[src/rtl/bidir_bus_arbiter.sv]
// Ownership arbiter for a shared bidirectional data line driven by two tri-state ports.
// Issues mutually exclusive grants/enables with a fixed turnaround gap, round-robin ties and a hold timeout.
module bidir_bus_arbiter #(
   parameter int unsigned TURN_CYCLES = 2,
   parameter int unsigned MAX_HOLD    = 64,
   parameter int unsigned HOLD_W      = 8
) (
   input  logic clk,
   input  logic rst_n,
   input  logic locked,
   input  logic req1,
   input  logic req2,
   output logic gnt1,
   output logic gnt2,
   output logic oe1,
   output logic oe2,
   output logic bus_busy,
   output logic timeout
);

   typedef enum logic [1:0] {IDLE, GRANT1, GRANT2, TURN} state_t;

   localparam bit                TIMEOUT_EN = (MAX_HOLD != 0);
   localparam logic [HOLD_W-1:0] HOLD_LAST  = HOLD_W'(MAX_HOLD - 1);
   localparam logic [HOLD_W-1:0] HOLD_ONE   = HOLD_W'(1);
   localparam logic [HOLD_W-1:0] HOLD_SAT   = '1;
   localparam logic [3:0]        TURN_LAST  = 4'(TURN_CYCLES - 1);

   state_t            state, state_nxt;
   logic [HOLD_W-1:0] hold_cnt, hold_nxt;
   logic [3:0]        turn_cnt, turn_nxt;
   logic              last_is_side2, last_is_side2_nxt;
   logic              timeout_nxt;
   logic              win1, win2;
   logic              own_req, other_req;

   // Tie goes to the side that did not own the bus last.
   assign win1 = locked && req1 && (!req2 || last_is_side2);
   assign win2 = locked && req2 && (!req1 || !last_is_side2);

   assign own_req   = (state == GRANT1) ? req1 : req2;
   assign other_req = (state == GRANT1) ? req2 : req1;

   // NOTE: every signal written here gets a default first, so no path leaves one unassigned and no latch is inferred.
   always_comb begin
      state_nxt         = state;
      hold_nxt          = hold_cnt;
      turn_nxt          = turn_cnt;
      last_is_side2_nxt = last_is_side2;
      timeout_nxt       = 1'b0;

      case (state)
         IDLE: begin
            hold_nxt = '0;
            if (win1)      state_nxt = GRANT1;
            else if (win2) state_nxt = GRANT2;
         end

         GRANT1, GRANT2: begin
            if (!own_req || !locked ||
                (TIMEOUT_EN && (hold_cnt == HOLD_LAST) && other_req)) begin
               state_nxt         = TURN;
               turn_nxt          = '0;
               hold_nxt          = '0;
               last_is_side2_nxt = (state == GRANT2);
               // Only a preemption of a still-requesting owner on a locked clock counts as a timeout.
               timeout_nxt       = own_req && locked;
            end else if (hold_cnt != HOLD_SAT) begin
               hold_nxt = hold_cnt + HOLD_ONE;
            end
         end

         TURN: begin
            if (turn_cnt == TURN_LAST) begin
               if (win1)      state_nxt = GRANT1;
               else if (win2) state_nxt = GRANT2;
               else           state_nxt = IDLE;
            end else begin
               turn_nxt = turn_cnt + 4'd1;
            end
         end

         default: state_nxt = IDLE;
      endcase
   end

   // NOTE: sequential state uses non-blocking assignments so every flop samples pre-edge values.
   always_ff @(posedge clk or negedge rst_n) begin
      if (!rst_n) begin
         state         <= IDLE;
         hold_cnt      <= '0;
         turn_cnt      <= '0;
         last_is_side2 <= 1'b1;
         gnt1          <= 1'b0;
         gnt2          <= 1'b0;
         oe1           <= 1'b0;
         oe2           <= 1'b0;
         bus_busy      <= 1'b0;
         timeout       <= 1'b0;
      end else begin
         state         <= state_nxt;
         hold_cnt      <= hold_nxt;
         turn_cnt      <= turn_nxt;
         last_is_side2 <= last_is_side2_nxt;
         // Enables get their own flops so they can be packed next to the IOBUFs.
         gnt1          <= (state_nxt == GRANT1);
         gnt2          <= (state_nxt == GRANT2);
         oe1           <= (state_nxt == GRANT1);
         oe2           <= (state_nxt == GRANT2);
         bus_busy      <= (state_nxt != IDLE);
         timeout       <= timeout_nxt;
      end
   end

endmodule

[config.mk]
export PLATFORM = sky130hd
export DESIGN_NAME = bidir_bus_arbiter
export DESIGN_NICKNAME = d
export VERILOG_FILES = /design/src/rtl/bidir_bus_arbiter.sv
export SDC_FILE = /design/constraint.sdc
export NUM_CORES = 1
export LEC_CHECK = 0
export CORE_UTILIZATION = 36
export CTS_CLUSTER_SIZE = 10
export DETAILED_ROUTE_END_ITERATION = 16
export SYNTH_ARGS = -nofsm -noshare
export SYNTH_HDL_FRONTEND = slang
export SYNTH_SLANG_ARGS = --single-unit
[constraint.sdc]
create_clock -name clk -period 4.1 [get_ports clk]
set_input_delay 0.82 -clock clk [delete_from_list [all_inputs] [get_ports clk]]
set_output_delay 0.82 -clock clk [all_outputs]
set_load 0.005 [all_outputs]
Yosys cells after proc, flatten, opt, wreduce, memory -nomap -nowiden:

Index checks and enable logic that the tools add are counted.

* add/sub/neg operators: 2
* eq/ne operators: 11
* muxes and demuxes: 17
* reductions and logical operators: 23

Operators by type and width (number)
* 2-to-1 mux 8 bit: 2
* one-hot mux 8 bit (2 select lines): 1
* 2-to-1 mux 2 bit: 6
* adder 8 x 1 -> 8 bit (second input constant): 1
* == test 8 x 6 -> 1 bit (second input constant): 1
* 2-to-1 mux 4 bit: 2
* != test 8 bit (second input constant): 1
* one-hot mux 4 bit (2 select lines): 1
* == test 2 bit (second input constant): 3
* logical AND 1 bit: 6
* one-hot mux 2 bit (3 select lines): 1
* nonzero test 2 bit: 3
* zero test 1 bit: 5
* adder 4 x 1 -> 4 bit (second input constant): 1
* == test 2 x 1 -> 1 bit (second input constant): 2
* == test 4 x 1 -> 1 bit (second input constant): 1
* logical OR 1 bit: 4
* 2-to-1 mux 1 bit: 4
* != test 2 bit (second input constant): 2
* AND reduction 2 bit: 2
* != test 3 bit (second input constant): 1
* AND reduction 3 bit: 1
* zero test 2 bit: 1
* OR reduction 2 bit: 1

* register bits: 19
* output and inout bits: 6
* word-level logic and storage cells: 61

Longest topological paths before layout:

* word-level depth: 8
* gate-level depth with buffers: 9
* gate-level depth less buffers: 8

Least setup slack after synthesis:

OpenSTA, ideal clock, no wires.

* kind: input port to flip-flop
* from: input port req2
* to: register oe1
* setup time: 0.115 ns
* data arrival time: 1.758 ns
* data required time: 3.985 ns
* slack: 2.227 ns
* cell stages on the path: 6
* buffers on the path: 0
* cell sequence: mux2i_1 nor4b_4 o21ai_2 a31o_2 inv_1 nor2_1

* word-level cells in the longest chain between the ends: 7

Ends and longest elaborated chain
* start: declaration: line 12 `input logic req2,`
* logical AND 1 bit, or another cell as far along (2 in a row): line 39 `assign win2 = locked && req2 && (!req1 || !last_is_side2);`
* 2-to-1 mux 2 bit, or another cell as far along: line 76 `else if (win2) state_nxt = GRANT2;`
* 2-to-1 mux 2 bit / logical OR 1 bit (equally long branches): line 75, 60
* 2-to-1 mux 2 bit, on equally long branches: line 74, 60
* one-hot mux 2 bit (3 select lines) *: line 52 `case (state)`
* via state_nxt[1]: line 29 `state_t state, state_nxt;`
* == test 2 x 1 -> 1 bit *: line 108 `oe1 <= (state_nxt == GRANT1);`
* end signal: assignment: line 108
* end: declaration: line 15 `output logic oe1,`

The timed path passes the listed nets; every way through them passes the cells marked *.
A chain may end at the register's enable or synchronous reset.

Final worst setup path:

Same ends and word-level chain as after synthesis.

==> impl_metrics.csv <==
group,metric,value,unit
synthesis,synth_top_family_by_area,"simple AND/OR/NAND/NOR gates",
detailed_routing,dr.pass1.iters,6,
floorplanning,ios,11,
synthesis,synth_nets,135,
detailed_routing,drt-initial-drc-count,54,
worst_setup_path,r2r_end,"hold_cnt[0]",
cts,clk_latency,300,ps
detailed_routing,met1_length,1.13,mm
pwr,pwr-share-seq,32.7,%
finish,multi_input_area,667,um^2
run_status,status,"completed",
pwr,swShare,43.6,%
synthesis,synth-seq-area-share,39.8,%
finish,n_antenna_cell,0,
pwr,p_leak,0.557,nW
sta,rsz0062_at_grt,"no",
cts,cts_root_buf,"clkbuf_4",
sta,setup_viol,0,
place,dp_hpwl,1.69,mm
cts,clockBufferDepth,2,
detailed_routing,viasPerCell,5.29,
grt,grt_max_degree,20,
worst_setup_path,ff2ff_path_depth,6,
detailed_routing,routed_wl,2.26,mm
finish,nets,146,
cts,cts_tree,"yes",
floorplanning,die-area,3560,um^2
synthesis,synth_cell_type_count,42,
synthesis,synth_xor_area_share,0.731,%
pwr,power.internal,494,uW
detailed_routing,drc,0,
detailed_routing,top_layer_used,"met4",
floorplanning,initial_core_util,38.6,%
sta,fin_tns_setup,0,ps
floorplanning,coreArea,3100,um^2
detailed_routing,dr_wl_met2,1.03,mm
pwr,p_clk_share,11.0,%
synthesis,ys_ff_latch,19,
sta,slew_violations,0,
worst_setup_path,setup.worst_path.end,"oe1",
synthesis,syn_avg_cell_area,9.73,um^2
grt,grt_use_total,14.5,%
sta,tightest_slew,837,ps
floorplanning,die_x,59.7,um
cts,hold_buffers,0,
detailed_routing,wl_per_cell,12.8,um
finish,utilization,43.8,%
worst_setup_path,startpoint,"req2",
sta,skew,4.02,ps
flow_run,drv_cap,0,
place,place.gp.congestion,0.805,
sta,hold_viol_final,0,
finish,seqCellArea,477,um^2
synthesis,synth_compound_area_share,22.2,%
pwr,peakVddDrop,0.000317,V
cts,cts-htree-levels,1,
worst_setup_path,cp-start-kind,"input port",
sta,fin_crit,2290,ps
synthesis,yosys.area_share.simple,22.8,%
pwr,switchingPower,382,uW
worst_setup_path,endpoint_kind,"flip-flop",
grt,grt_pass1_wl,3.83,mm
worst_setup_path,required,4300,ps
detailed_routing,vias,936,
synthesis,yosys-mux-area-fraction,2.72,%
min_path,min_path_type,"reg -> reg",
cts,postCtsResizedCells,0,
detailed_routing,met3_length,79,um
finish,fillerInstances,319,
grt,grt_pass1_vias,906,
worst_setup_path,worst-path-max-fanout,7,
place,port_buffers,10,
synthesis,synth_fa_ha_area_share,7.31,%
synthesis,ys_warn_count,0,
cts,cts_buffers,3,
worst_setup_path,crit_type,"in -> reg",
worst_setup_path,rrSetupSlack,1920,ps
worst_setup_path,arrival,2490,ps
grt,overflow,0,
sta,timing.fmax,0.438,GHz
worst_setup_path,r2r_start,"state[1]",
pwr,combPwrFrac,56.3,%
pwr,fin_total_pwr,876,uW
cts,post_cts_buffers,0,
floorplanning,std_cell_rows,20,
finish,drive_above_1_share,16.5,%
synthesis,syn_inst,123,
cts,cts.sinks,19,
pwr,power-per-cell-area,645,nW/um^2
grt,antenna_found_initial,0,
sta,post-route-period-util,55.7,%
detailed_routing,ant_nets,0,
synthesis,synth_area,1200,um^2
floorplanning,die_y,59.7,um
sta,slew_headroom,44.0,%
finish,area_growth,13.5,%
cts,path_clk_slew,110,ps
==> worst min path at each step <==
stage / from / cells after the start / to
after floorplan: hold_cnt[1] / 2 / hold_cnt[1]
after global routing: hold_cnt[5] / 1 / hold_cnt[5]
after detailed placement: hold_cnt[5] / 1 / hold_cnt[5]
after global placement: hold_cnt[5] / 1 / hold_cnt[5]
after CTS: hold_cnt[5] / 1 / hold_cnt[5]
final: hold_cnt[5] / 1 / hold_cnt[5]
==> metrics by stage <==
stage | cell area [um^2] | hold WS [ps] | worst slack [ps] | instances
after floorplan | 1200 | 490 | 2230 | 123
after global placement | 1330 | 535 | 1520 | 173
after detailed placement | 1330 | 530 | 1490 | 173
after CTS | 1360 | 551 | 1830 | 177
after global routing | 1360 | 586 | 1700 | 177
final | 1360 | 550 | 1810 | 177
==> sequential cells by signal (all words and copies together) (netlist names) <==
name / cells
timeout: 1
last_is_side2: 1
hold_cnt: 8
bus_busy: 1
turn_cnt: 4
oe2: 1
oe1: 1
state: 2
==> cells in the final DEF, fill, tap and decap left out, drive strengths merged <==
| master | n |
|---|---|
| nand3 | 6 |
| o221a | 2 |
| nand2 | 13 |
| a21oi | 3 |
| nor2b | 1 |
| o32ai | 1 |
| dfrtp | 18 |
| o21ai | 11 |
| o22ai | 3 |
| o31ai | 2 |
| dfstp | 1 |
| or3b | 1 |
| mux2 | 2 |
| clkbuf | 3 |
| o221ai | 1 |
| nor3b | 3 |
| xnor2 | 1 |
| o21bai | 2 |
| a22o | 4 |
| a31o | 2 |
| and3 | 3 |
| or2 | 1 |
| ha | 7 |
| o21a | 1 |
| nand4 | 2 |
| nor4b | 1 |
| mux2i | 1 |
| a31oi | 2 |
| nand2b | 2 |
| clkinvlp | 1 |
| nor4 | 1 |
| nor3 | 2 |
| nor2 | 11 |
| inv | 8 |
| clkdlybuf4s50 | 10 |
==> critical path, cell delays in order <==
cell and delay, ps:
clkdlybuf4s50_1 530, mux2i_1 130, nor4b_4 450, o21ai_2 180, a31o_2 260, inv_1 70, nor2_1 40
==> layout make-up <==
class	count	area share [%]
inverters	8	2.21
repair buffers	10	7.37
well taps	44	4.05
multi-input cells	92	49.1
clock buffers	3	1.66
clock inverters	1	0.552
flip-flops and latches	19	35.1
==> Yosys cell counts <==
cell,number,area share (%)
buf_2,1,0.42
xnor2_1,1,0.73
nand2_1,13,4.1
or2_2,1,0.52
o221a_2,2,1.9
nor2b_1,1,0.52
dfstp_2,1,2.2
and3_1,3,1.6
o22ai_1,2,1.0
nor3_1,2,0.84
a21oi_1,3,1.3
o22ai_2,1,1.0
o21ai_0,10,4.2
o31ai_2,1,1.0
o221ai_1,1,0.73
nand3_4,1,1.5
nor4b_4,1,2.0
nor2_2,1,0.52
a31o_2,2,1.5
or3b_2,1,0.73
o21bai_1,2,1.3
mux2i_1,1,0.84
nor4_1,1,0.52
buf_4,2,1.3
a22o_1,4,2.9
nand2b_1,2,1.0
o21a_1,1,0.63
buf_1,1,0.31
o21ai_2,1,0.73
nor2_1,10,3.1
ha_1,7,7.3
nand3_2,1,0.84
inv_1,8,2.5
mux2_2,2,1.9
nor3b_2,1,1.0
dfrtp_1,18,38
o32ai_4,1,2.3
nand3_1,4,1.7
nand4_1,2,1.0
a31oi_1,2,1.0
o31ai_1,1,0.63
nor3b_1,2,1.3
==> routing by layer <==
metal | vias up | track usage, %
met5 | - | 0
met4 | 0 | 3.99
li1 | 470 | -
met3 | 2 | 4.55
met1 | 450 | 18.5
met2 | 14 | 23.7
==> power by group through the flow <==
stage	registers (mW)	logic, mW	clock network [mW]
floorplan	0.279	0.385	0
finish	0.287	0.493	0.0968
CTS	0.286	0.493	0.103
global placement	0.288	0.490	0
global route	0.293	0.547	0.111
detailed placement	0.290	0.489	0
==> cells by family after synthesis <==
kind of cell / after synthesis
AND/OR/NAND/NOR: 47
AO/OA/AOI/OAI: 34
flip-flops: 19
buffers and inverters: 12
adder cells (fa/ha/maj): 7
multiplexers: 3
XOR/XNOR: 1
(Power assumes the default switching activity.)
